File: src/rtl/field_pkg.sv
// Shared definitions for the memory-extension field sequencer:
// command opcodes, sequencer states and the default field width.
package field_pkg;

    localparam int FIELD_BITS_DEF = 1;

    typedef enum logic [2:0] {
        OP_CDF = 3'd0,
        OP_CIF = 3'd1,
        OP_CDI = 3'd2,
        OP_RDF = 3'd3,
        OP_RIF = 3'd4,
        OP_RIB = 3'd5,
        OP_RMF = 3'd6,
        OP_RSV = 3'd7
    } op_e;

    typedef enum logic {
        IDLE    = 1'b0,
        IB_PEND = 1'b1
    } state_e;

    // Ops that put a new value into IB and so leave an IF change pending.
    function automatic logic loads_ib(op_e op);
        return (op == OP_CIF) || (op == OP_CDI) || (op == OP_RMF);
    endfunction

    function automatic logic is_read(op_e op);
        return (op == OP_RDF) || (op == OP_RIF) || (op == OP_RIB) || (op == OP_RMF);
    endfunction

endpackage

File: src/rtl/field_reg.sv
// W-bit field register with asynchronous active-low clear and load enable.
module field_reg #(
    parameter int W = 1
) (
    input  logic         clk,
    input  logic         nrst,
    input  logic         ld,
    input  logic [W-1:0] d,
    output logic [W-1:0] q
);

    always_ff @(posedge clk or negedge nrst) begin
        if (!nrst)   q <= '0;
        else if (ld) q <= d;
    end

endmodule

File: src/rtl/field_ctrl.sv
// Field register sequencer: decodes field IOTs, defers IF changes to the next
// JMP/JMS, saves/clears fields on interrupt entry and drives the high address bits.
module field_ctrl
    import field_pkg::*;
#(
    parameter int FIELD_BITS = FIELD_BITS_DEF
) (
    input  logic                    clk,
    input  logic                    nrst,
    input  logic                    cmd_valid,
    output logic                    cmd_ready,
    input  logic [2:0]              cmd_op,
    input  logic [FIELD_BITS-1:0]   cmd_field,
    input  logic                    jmp_strobe,
    input  logic                    int_ack,
    input  logic                    deref,
    input  logic                    state_exec,
    output logic                    rd_valid,
    output logic [2*FIELD_BITS-1:0] rd_data,
    output logic                    int_inhibit,
    output logic [FIELD_BITS-1:0]   abus_field
);

    localparam int FB = FIELD_BITS;

    state_e state;
    op_e    op;
    logic   acc;

    logic          df_ld, if_ld, ib_ld, sf_ld;
    logic [FB-1:0] df_d, if_d, ib_d, df_q, if_q, ib_q;
    logic [2*FB-1:0] sf_d, sf_q;

    assign op          = op_e'(cmd_op);
    assign cmd_ready   = ~int_ack;
    assign acc         = cmd_valid & cmd_ready;
    assign int_inhibit = (state == IB_PEND);
    assign abus_field  = (deref | state_exec) ? df_q : if_q;

    field_reg #(.W(FB))   u_df (.clk(clk), .nrst(nrst), .ld(df_ld), .d(df_d), .q(df_q));
    field_reg #(.W(FB))   u_if (.clk(clk), .nrst(nrst), .ld(if_ld), .d(if_d), .q(if_q));
    field_reg #(.W(FB))   u_ib (.clk(clk), .nrst(nrst), .ld(ib_ld), .d(ib_d), .q(ib_q));
    field_reg #(.W(2*FB)) u_sf (.clk(clk), .nrst(nrst), .ld(sf_ld), .d(sf_d), .q(sf_q));

    always_comb begin
        df_ld = 1'b0; df_d = df_q;
        if_ld = 1'b0; if_d = if_q;
        ib_ld = 1'b0; ib_d = ib_q;
        sf_ld = 1'b0; sf_d = sf_q;
        if (int_ack) begin
            // Interrupt entry beats any jump this cycle: the pending IB is dropped.
            sf_ld = 1'b1; sf_d = {if_q, df_q};
            df_ld = 1'b1; df_d = '0;
            if_ld = 1'b1; if_d = '0;
            ib_ld = 1'b1; ib_d = '0;
        end else begin
            if (jmp_strobe && state == IB_PEND) begin
                if_ld = 1'b1; if_d = ib_q;
            end
            if (acc) begin
                case (op)
                    OP_CDF: begin df_ld = 1'b1; df_d = cmd_field; end
                    OP_CIF: begin ib_ld = 1'b1; ib_d = cmd_field; end
                    OP_CDI: begin
                        df_ld = 1'b1; df_d = cmd_field;
                        ib_ld = 1'b1; ib_d = cmd_field;
                    end
                    OP_RMF: begin
                        ib_ld = 1'b1; ib_d = sf_q[2*FB-1:FB];
                        df_ld = 1'b1; df_d = sf_q[FB-1:0];
                    end
                    default: ;
                endcase
            end
        end
    end

    always_ff @(posedge clk or negedge nrst) begin
        if (!nrst) begin
            state    <= IDLE;
            rd_valid <= 1'b0;
            rd_data  <= '0;
        end else begin
            if (int_ack)                   state <= IDLE;
            else if (acc && loads_ib(op))  state <= IB_PEND;
            else if (jmp_strobe)           state <= IDLE;

            rd_valid <= acc && is_read(op);
            if (acc) begin
                case (op)
                    OP_RDF:  rd_data <= {{FB{1'b0}}, df_q};
                    OP_RIF:  rd_data <= {{FB{1'b0}}, if_q};
                    OP_RIB:  rd_data <= {{FB{1'b0}}, ib_q};
                    OP_RMF:  rd_data <= sf_q;
                    default: ;
                endcase
            end
        end
    end

endmodule

File: config.mk
export PLATFORM = sky130hd
export DESIGN_NAME = field_ctrl
export DESIGN_NICKNAME = d
export VERILOG_FILES = /design/src/rtl/field_pkg.sv /design/src/rtl/field_reg.sv /design/src/rtl/field_ctrl.sv
export SDC_FILE = /design/constraint.sdc
export NUM_CORES = 1
export LEC_CHECK = 0
export CAP_MARGIN = 40
export CORE_AREA = 2 2 39 41
export DETAILED_ROUTE_END_ITERATION = 16
export DIE_AREA = 0 0 41 43
export PLACE_DENSITY = 0.83
export SYNTH_ARGS = -nofsm -noshare
export SYNTH_HDL_FRONTEND = slang
export SYNTH_HIERARCHICAL = 1
export SYNTH_SLANG_ARGS = --single-unit
File: constraint.sdc
create_clock -name clk -period 2.9 [get_ports clk]
set_input_delay 0.29 -clock clk [delete_from_list [all_inputs] [get_ports clk]]
set_output_delay 0.29 -clock clk [all_outputs]
set_load 0.005 [all_outputs]
==> results.ini, run 1 <==
[global_routing]
grt_usage_pct = 15.2
antenna_found_initial = 0
grt_pass1_vias = 438
grt_first_pass_wirelength_mm = 1.81
grt-ovfl-total = 0
grt_max_degree = 10

[drt]
first_pass_iters = 4
num_vias = 479
viasPerCell = 5.15
route.detailed.drc = 0
ant_nets = 0
wl_per_cell_um = 12.5
wl_mm = 1.16
drt_iter0_markers = 14

[logic_synthesis]
yosysTopAreaCell = dfrtp_1
synth_cells = 57
synth_seq_cells = 9
seq_area_frac_synth_pct = 41.1
ys_types = 23
synth_flop_cell = dfrtp_1
netlist.area_leader.share_pct = 41.1
synth.net_count = 68
ys_async_sr_fraction_pct = 100
yosys-top-cells-area = dfrtp_1, mux2_4, nand2_1
synth_top_cells_by_count = nand2_1, dfrtp_1, inv_1, mux2_4, o21ai_0
netlist_area_um2 = 548
yosys_warnings = 6
synth-edff-count = 0
syn_area_per_cell_um2 = 9.61
yosys.cell_count.top_type = nand2_1

[cells_and_area]
fin_nets = 89
final.fill_count = 132
syn2layout_area_growth_pct = 37.9
diodes = 0
final_area_um2 = 756
drive_gt1_share_pct = 13.0

[placement]
gp_congestion = 0.744
dpl.hpwl_um = 887
place_area_um2 = 728
io_buffer_count = 16

[worst_hold_path]
min_path_type = in -> async

[pwr]
power.total_uw = 292
power.density_nw_per_um2 = 386
power_leakage_uw = 0.000346
irDropWorstVdd_v = 0.000229

[clock_tree]
clk_pin_slew_ns = 0.07
root_buffer = clkbuf_4
cts_buffers = 3
cts_tree = yes
postCtsHoldBufs = 0
post-cts-setup-buffers = 0
htree_num_levels = 1
clkSinkCount = 9
cts_buffer_depth = 2
clock_latency_ns = 0.26
cts_resized = 0

[critical_path]
endpoint_kind = primary output
crit_required_ns = 2.61
arrival_ns = 1.56
cp-start-kind = input pin
criticalPathCategory = in -> out
crit_fanout = 9

[timing]
fin_tns_setup_ns = 0
fin_crit_sh_pct = 63.9
setup_viol = 0
tightest_slew_ns = 0.421
finClkSkew_ns = 0.00447
hold_violations = 0
rsz0062_at_grt = false
min_period_ns = 1.85
timing.fmax_mhz = 540
maxSlewHeadroom_pct = 71.8
maxSlewViolCount = 0

[floorplanning]
boundaryPins = 17
coreArea_um2 = 1380
dieArea_um2 = 1760
fp.dieW_um = 41
initial_core_util_pct = 39.6
rows = 14
die_h_um = 43

[outcome]
status = complete, no violations

[flow_run]
maxCapViolCount = 0

## placed cells by master (no fill, tap or decap), types with 3 or more instances in the layout
cell / instances
clkbuf_4: 3
clkdlybuf4s50_1: 16
dfrtp_1: 9
inv_1: 3
mux2_4: 3
nand2_1: 11
o21ai_0: 3
## kinds of logic after synthesis
group / count (synthesis) / synth area share (%)
compound gates: 12 / 14.2
mux: 8 / 18.3
simple gates: 22 / 20.5
xor+xnor: 2 / 3.20
flops: 9 / 41.1
buf+inv: 4 / 2.74
## final timing paths
kind	to	slack [ns]	start	depth (start not counted)
max	cmd_ready	1.05	int_ack	3
min	rd_valid$_DFF_PN0_	0.32	nrst	1
max reg2reg	rd_data[0]$_DFFE_PN0P_	1.75	u_ib/q$_DFFE_PN0P_	2
min reg2reg	rd_data[0]$_DFFE_PN0P_	0.51	rd_data[0]$_DFFE_PN0P_	1
max in group asynchronous	rd_data[0]$_DFFE_PN0P_	2.28	nrst	1
min in group clk	rd_data[0]$_DFFE_PN0P_	0.51	rd_data[0]$_DFFE_PN0P_	1
## critical path, stage by stage
cell and delay, ns:
clkdlybuf4s50_1 0.58, inv_2 0.18, clkdlybuf4s50_1 0.51
## report_power, final
| part | total [µW] | switching, µW | internal [µW] |
|---|---|---|---|
| sequential | 136 | 4.34 | 132 |
| clock | 97.5 | 46.5 | 50.9 |
| combinational | 58.5 | 24.2 | 34.3 |
## state kept, by name, summed over array words and instances, names as in the netlist
register	count
int_inhibit	1
rd_data	2
rd_valid	1
u_df/q	1
u_ib/q	1
u_if/q	1
u_sf/q	2
## per-layer routing
layer	global-route usage, %	vias to the layer above	routed length [µm]
met2	23.1	11	559
met4	6.00	0	0
met1	19.1	226	546
met3	4.71	0	54
met5	0	-	0
li1	-	242	-
## area by class of cell
class,instances,area [µm²],area share (%)
flip-flops and latches,9,225,29.8
multi-input cells,44,308,40.7
repair buffers,16,160,21.2
well taps,16,20.0,2.65
clock buffers,3,22.5,2.98
inverters,4,15.0,1.99
clock inverters,1,5.00,0.662
## through the flow
| step | setup WS (ns) | cells | util (%) | hold WS [ns] |
|---|---|---|---|---|
| final | 1.05 | 93 | 54.6 | 0.325 |
| after floorplan | 1.66 | 57 | - | -0.00559 |
| after global placement | 0.956 | 89 | 52.6 | 0.489 |
| after CTS | 1.05 | 93 | 54.6 | 0.332 |
| after global routing | 0.990 | 93 | 54.6 | 0.351 |
| after detailed placement | 0.911 | 89 | 52.6 | 0.502 |
Power figures use the tool's default switching activity.
==> run 2: changes to the inputs <==
--- a/config.mk
+++ b/config.mk
@@ -6,10 +6,9 @@
 export NUM_CORES = 1
 export LEC_CHECK = 0
 export CAP_MARGIN = 40
-export CORE_AREA = 2 2 39 41
+export CORE_UTILIZATION = 39
 export DETAILED_ROUTE_END_ITERATION = 16
-export DIE_AREA = 0 0 41 43
-export PLACE_DENSITY = 0.83
+export PLACE_DENSITY = 0.82
 export SYNTH_ARGS = -nofsm -noshare
 export SYNTH_HDL_FRONTEND = slang
 export SYNTH_HIERARCHICAL = 1
==> constraint.sdc (replaced) <==
create_clock -name clk -period 1.62 [get_ports clk]
set_input_delay 0.162 -clock clk [delete_from_list [all_inputs] [get_ports clk]]
set_output_delay 0.162 -clock clk [all_outputs]
set_load 0.005 [all_outputs]
==> run 2 against run 1 <==
Critical path depth rose by 1. Via count up 9.2%. Die area decreased by 12%. Total power grew 83%. Wire length rose by 8.9%. Global-route usage up 4.1 points. Sequential share of layout area down 2.7 points. Combinational power up 100%. Clock power rose by 74%. Sequential power is 79% higher. Critical endpoint unchanged. Largest power group unchanged.
==> results.ini, run 2 (synthesis gave the netlist of run 1 again) <==
[outcome]
status = complete, no violations

[cells_and_area]
finalNonFillerCells = 102  ; +9.7%
final_common_cell = clkdlybuf4s50_1
fin_nets = 99  ; +11%
final_cell_mix = clkdlybuf4s50_1, nand2_1, buf_4
seqCellArea_um2 = 225  ; unchanged
diodes = 0  ; unchanged
final.fill_count = 112  ; -15%
drive_gt1_share_pct = 21.8  ; +8.9 points
final_area_um2 = 831  ; +9.9%
multiInputGateArea_um2 = 308  ; unchanged
reg_top3 = rd_data x2, u_sf/q x2
syn2layout_area_growth_pct = 51.6

[drt]
ant_nets = 0  ; unchanged
drt_iter0_markers = 5  ; -9
num_vias = 523  ; +9.2%
wl_mm = 1.26  ; +8.9%
first_pass_iters = 3  ; -1
wl_per_cell_um = 12.4  ; -0.73%
route.detailed.drc = 0  ; unchanged
viasPerCell = 5.13  ; -0.45%

[clock_tree]
clk_pin_slew_ns = 0.06  ; about the same
root_buffer = clkbuf_4
clkSinkCount = 9  ; unchanged
clock_latency_ns = 0.26  ; about the same
cts_buffers = 3  ; unchanged
cts_buffer_depth = 2  ; unchanged
htree_num_levels = 1  ; unchanged
cts_tree = yes

[timing]
rsz0062_at_grt = false
maxSlewViolCount = 0  ; unchanged
hold_violations = 0  ; unchanged
min_period_ns = 1.52
tightest_slew_ns = 0.450  ; +0.0281 ns
setup_viol = 0  ; unchanged
finClkSkew_ns = 0.00472  ; +0.000257 ns
maxSlewHeadroom_pct = 69.9  ; -1.9 points
fin_crit_sh_pct = 93.9
timing.fmax_mhz = 657

[global_routing]
use_met1_pct = 21.9  ; +2.8 points
grt_pass1_vias = 505  ; +15%
use_met3_pct = 8.52  ; +3.8 points
top_usage_layer = met2
grt_first_pass_wirelength_mm = 1.93  ; +6.5%
met2_usage_pct = 29.5  ; +6.4 points
grt_usage_pct = 19.3  ; +4.1 points
antenna_found_initial = 0  ; unchanged
grt_max_degree = 10  ; unchanged
grt-ovfl-total = 0  ; unchanged

[floorplanning]
dieArea_um2 = 1560  ; -12%
coreArea_um2 = 1300  ; -6.0%
die_h_um = 39.5  ; -8.2%
rows = 13  ; -1
fp.dieW_um = 39.5  ; -3.7%
boundaryPins = 17  ; unchanged
initial_core_util_pct = 42.1  ; +2.5 points

[pwr]
power.total_uw = 533  ; +83%
power_leakage_uw = 0.000409  ; +18%
irDropWorstVdd_v = 0.000401  ; +75%
power.density_nw_per_um2 = 641  ; +66%

[placement]
place_area_um2 = 795  ; +9.1%
io_buffer_count = 16  ; unchanged
dpl.hpwl_um = 999  ; +13%
gp_congestion = 0.812  ; +9.1%
dp.cells = 97  ; +9.0%

[critical_path]
r2r.worst_path.cells = 3  ; +1
cp-start-kind = input pin
reg2reg_from = u_if/q$_DFFE_PN0P_
arrival_ns = 1.36  ; -0.20 ns
crit_required_ns = 1.46  ; -1.15 ns
worstReg2RegEnd = u_sf/q[1]$_DFFE_PN0P_
r2r_slack_ns = 0.43  ; -1.32 ns
criticalPathCategory = in -> out
crit_fanout = 8  ; -1
endpoint_kind = primary output

[flow_run]
maxCapViolCount = 0  ; unchanged

[worst_hold_path]
min_path_type = in -> async

==> run 2: cell types whose count changed in the layout (fill, tap and decap cells not counted), sizes merged <==
cell           delta
buf              +10
clkbuf            +1
clkdlybuf4s50     -1
clkinv            -1
dlymetal6s2s      +1
==> run 2: repair_timing <==
item                       in CTS  in global routing
hold buffers                    0                  0
setup buffers                   1                  0
cloned                          0                  0
resized for setup               0                  1
setup endpoints to repair       1                  1
==> run 2: final cells by class <==
cell class / count / share of cell area, %
Multi-Input combinational cell: 44 / 37.0
Clock buffer: 4 / 3.16
Tap cell: 15 / 2.26
Sequential cell: 9 / 27.1
Timing Repair Buffer: 26 / 28.6
Inverter: 4 / 1.81
==> run 2: how the worst max path moves through the flow <==
stage	from	endpoint	slack [ns]	cells past startpoint
after global placement	cmd_op[1]	u_ib/q$_DFFE_PN0P_	-0.03	5
final	int_ack	cmd_ready	0.1	4
after floorplan	cmd_valid	u_ib/q$_DFFE_PN0P_	0.51	4
after detailed placement	cmd_op[1]	u_ib/q$_DFFE_PN0P_	-0.08	5
after global routing	int_ack	cmd_ready	0.04	4
after CTS	u_if/q$_DFFE_PN0P_	abus_field	0.01	3
==> run 2: per-layer routing <==
metal	routed length [µm]	vias up
li1	-	264
met1	629	247
met2	575	10
met3	43	2
met4	14	0
met5	0	-
==> run 2: report_power, final <==
group          internal, µW  leakage [µW]  switching [µW]
Sequential              235      0.000123            8.47
Clock                  94.8     0.0000150            75.4
Combinational          73.0      0.000271            45.7
Total                   403      0.000409             130
==> run 2: worst max-delay path, stage by stage <==
cell and delay, ns:
clkdlybuf4s50_1 0.42, buf_4 0.17, inv_2 0.09, clkdlybuf4s50_1 0.51
==> run 2: stage by stage <==
step / TNS, ns / hold WS [ns] / setup slack (ns) / utilization [%]
4_1_cts: 0 / 0.225 / 0.0118 / 63.7
2_1_floorplan: 0 / -0.134 / 0.509 / -
6_report: 0 / 0.217 / 0.0990 / 63.8
5_1_grt: 0 / 0.242 / 0.0403 / 63.8
3_5_place_dp: -0.0752 / 0.502 / -0.0752 / 61.1
3_3_place_gp: -0.0297 / 0.476 / -0.0297 / 61.1
==> run 3: changes to the inputs <==
--- a/config.mk
+++ b/config.mk
@@ -8,6 +8,7 @@
 export CAP_MARGIN = 40
 export CORE_UTILIZATION = 39
 export DETAILED_ROUTE_END_ITERATION = 16
+export GPL_TIMING_DRIVEN = 0
 export PLACE_DENSITY = 0.82
 export SYNTH_ARGS = -nofsm -noshare
 export SYNTH_HDL_FRONTEND = slang
==> run 3 against run 2 <==
Sequential power about the same. Total power down 2.9%. Sequential cell count unchanged. Register-to-register slack better by 0.04 ns. Count of clock-buffer cells in the layout down 1. Sequential share of layout area up 2.7 points. Non-clock buffer count down 10. Via count down 6.5%. Wire length down 15%. Clock power about the same. Worst setup slack better by 0.030 ns. Cell count down 9.8%. Critical path type is now in -> reg. Largest cell class unchanged.
==> results.ini, run 3 (synthesis gave the netlist of run 1 again) <==
[outcome]
status = complete, no violations

[drt]
drt_iter0_markers = 18  ; +13
wl_mm = 1.08  ; -15%
top_layer = met4
drt-met1-wl_um = 516  ; -18%
ant_nets = 0  ; unchanged
wl_per_cell_um = 11.7  ; -5.6%
met3_length_um = 45  ; +4.7%
viasPerCell = 5.32  ; +3.7%
num_vias = 489  ; -6.5%
met2RoutedLength_um = 501  ; -13%
route.detailed.drc = 0  ; unchanged
first_pass_iters = 4  ; +1

[clock_tree]
clock_latency_ns = 0.26  ; about the same
htree_num_levels = 1  ; unchanged
cts_buffers = 3  ; unchanged
clkSinkCount = 9  ; unchanged
postCtsHoldBufs = 0  ; unchanged
cts_buffer_depth = 2  ; unchanged
clk_pin_slew_ns = 0.07  ; about the same
root_buffer = clkbuf_4
cts_tree = yes

[critical_path]
crit_fanout = 8  ; unchanged
arrival_ns = 1.64  ; +0.28 ns
criticalPathCategory = in -> reg
cp-start-kind = input pin
crit_required_ns = 1.77  ; +0.31 ns
endpoint_kind = flip-flop
cp-startpoint = cmd_op[0]
reg2reg_from = u_ib/q$_DFFE_PN0P_

[floorplanning]
die_h_um = 39.5  ; unchanged
boundaryPins = 17  ; unchanged
coreArea_um2 = 1300  ; unchanged
dieArea_um2 = 1560  ; unchanged
rows = 13  ; unchanged
initial_core_util_pct = 42.1  ; unchanged
fp.dieW_um = 39.5  ; unchanged

[cells_and_area]
drive_gt1_share_pct = 13.0  ; -8.9 points
reg_top3 = rd_data x2, u_sf/q x2
fin_nets = 89  ; -10%
diodes = 0  ; unchanged
syn2layout_area_growth_pct = 37.9
finalNonFillerCells = 92  ; -9.8%
final.fill_count = 120  ; +7.1%
final_common_cell = clkdlybuf4s50_1
final_cell_mix = clkdlybuf4s50_1, nand2_1, dfrtp_1

[pwr]
power_leakage_uw = 0.000360  ; -12%
p_int_uw = 387  ; -4.1%
irDropWorstVdd_v = 0.000421  ; +5.0%
seqPwrFrac_pct = 46.9  ; +1.1 points
clkPwrFrac_pct = 33.3  ; +1.4 points
power.total_uw = 518  ; -2.9%
netSwitchingFraction_pct = 25.3  ; +0.94 points
power_switching_uw = 131  ; +0.90%
p_comb_share_pct = 19.7  ; -2.6 points
power.density_nw_per_um2 = 685  ; +6.8%

[global_routing]
grt_pass1_vias = 392  ; -22%
grt_max_degree = 10  ; unchanged
grt_first_pass_wirelength_mm = 1.71  ; -11%
grt-ovfl-total = 0  ; unchanged
antenna_found_initial = 0  ; unchanged
grt_usage_pct = 17.4  ; -1.9 points

[timing]
min_period_ns = 1.49  ; -0.0301 ns
hold_violations = 0  ; unchanged
fin_crit_sh_pct = 92.0  ; -1.9 points
fin_tns_setup_ns = 0  ; unchanged
rsz0062_at_grt = false
finClkSkew_ns = 0.00695  ; +0.00223 ns
tightest_slew_ns = 0.432  ; -0.0172 ns
timing.fmax_mhz = 671  ; +2.0%
maxSlewViolCount = 0  ; unchanged
setup_viol = 0  ; unchanged
maxSlewHeadroom_pct = 71.1  ; +1.1 points

[placement]
dpl.hpwl_um = 841  ; -16%
gp_congestion = 0.767  ; -5.5%
dp.cells = 88  ; -9.3%
io_buffer_count = 16  ; unchanged

[worst_hold_path]
min_path_type = in -> async

[flow_run]
maxCapViolCount = 0  ; unchanged

run 3: area by class of cell:
class / count / area, µm² / area share, %
Timing Repair Buffer: 16 / 161 / 21.4
Clock inverter: 1 / 5.00 / 0.662
Sequential cell: 9 / 225 / 29.8
Clock buffer: 3 / 22.5 / 2.98
Tap cell: 15 / 18.8 / 2.48
Multi-Input combinational cell: 44 / 308 / 40.7
Inverter: 4 / 15.0 / 1.99
run 3: final timing paths:
| kind | to | slack (ns) | cells after the start |
|---|---|---|---|
| worst max-delay path | u_ib/q$_DFFE_PN0P_ | 0.13 | 5 |
| worst min-delay path | rd_data[0]$_DFFE_PN0P_ | 0.20 | 1 |
| worst max register to register | rd_data[0]$_DFFE_PN0P_ | 0.47 | 2 |
| worst min register to register | rd_data[0]$_DFFE_PN0P_ | 0.49 | 1 |
| max in group asynchronous | u_if/q$_DFFE_PN0P_ | 1.11 | 1 |
| min in group clk | int_inhibit$_DFFE_PN0P_ | 0.42 | 4 |
run 3: per-layer routing:
layer | vias up | track usage [%]
li1 | 242 | -
met1 | 235 | 23.3
met2 | 10 | 21.7
met3 | 2 | 8.52
met4 | 0 | 10.3
met5 | - | 0
run 3: per-stage QoR:
stage                     setup WS, ns  hold slack (ns)  instance area [µm²]  util [%]
after floorplan                  0.509           -0.134                  548         -
after global placement          -0.262            0.479                  727      55.9
after detailed placement        -0.266            0.480                  727      55.9
after CTS                       0.0130            0.215                  753      57.9
after global routing            0.0662            0.223                  756      58.1
final                            0.129            0.205                  756      58.1
run 3: worst max-delay path: stages:
cell and delay [ns]:
clkdlybuf4s50_1 0.61, nor3b_1 0.22, o21ai_1 0.12, a32o_1 0.28, mux2_4 0.25
run 3: power by group through the flow:
stage | Combinational (µW) | Clock [µW] | Sequential (µW)
5_1_grt | 113 | 201 | 245
2_1_floorplan | 42.0 | 0 | 247
3_3_place_gp | 101 | 0 | 247
6_report | 102 | 173 | 243
4_1_cts | 103 | 181 | 243
3_5_place_dp | 104 | 0 | 247
run 3: repair_timing:
item,in CTS,in global routing
pin swaps,0,0
buffers inserted,0,0
endpoints found under the setup margin,1,2
resized for setup,1,1
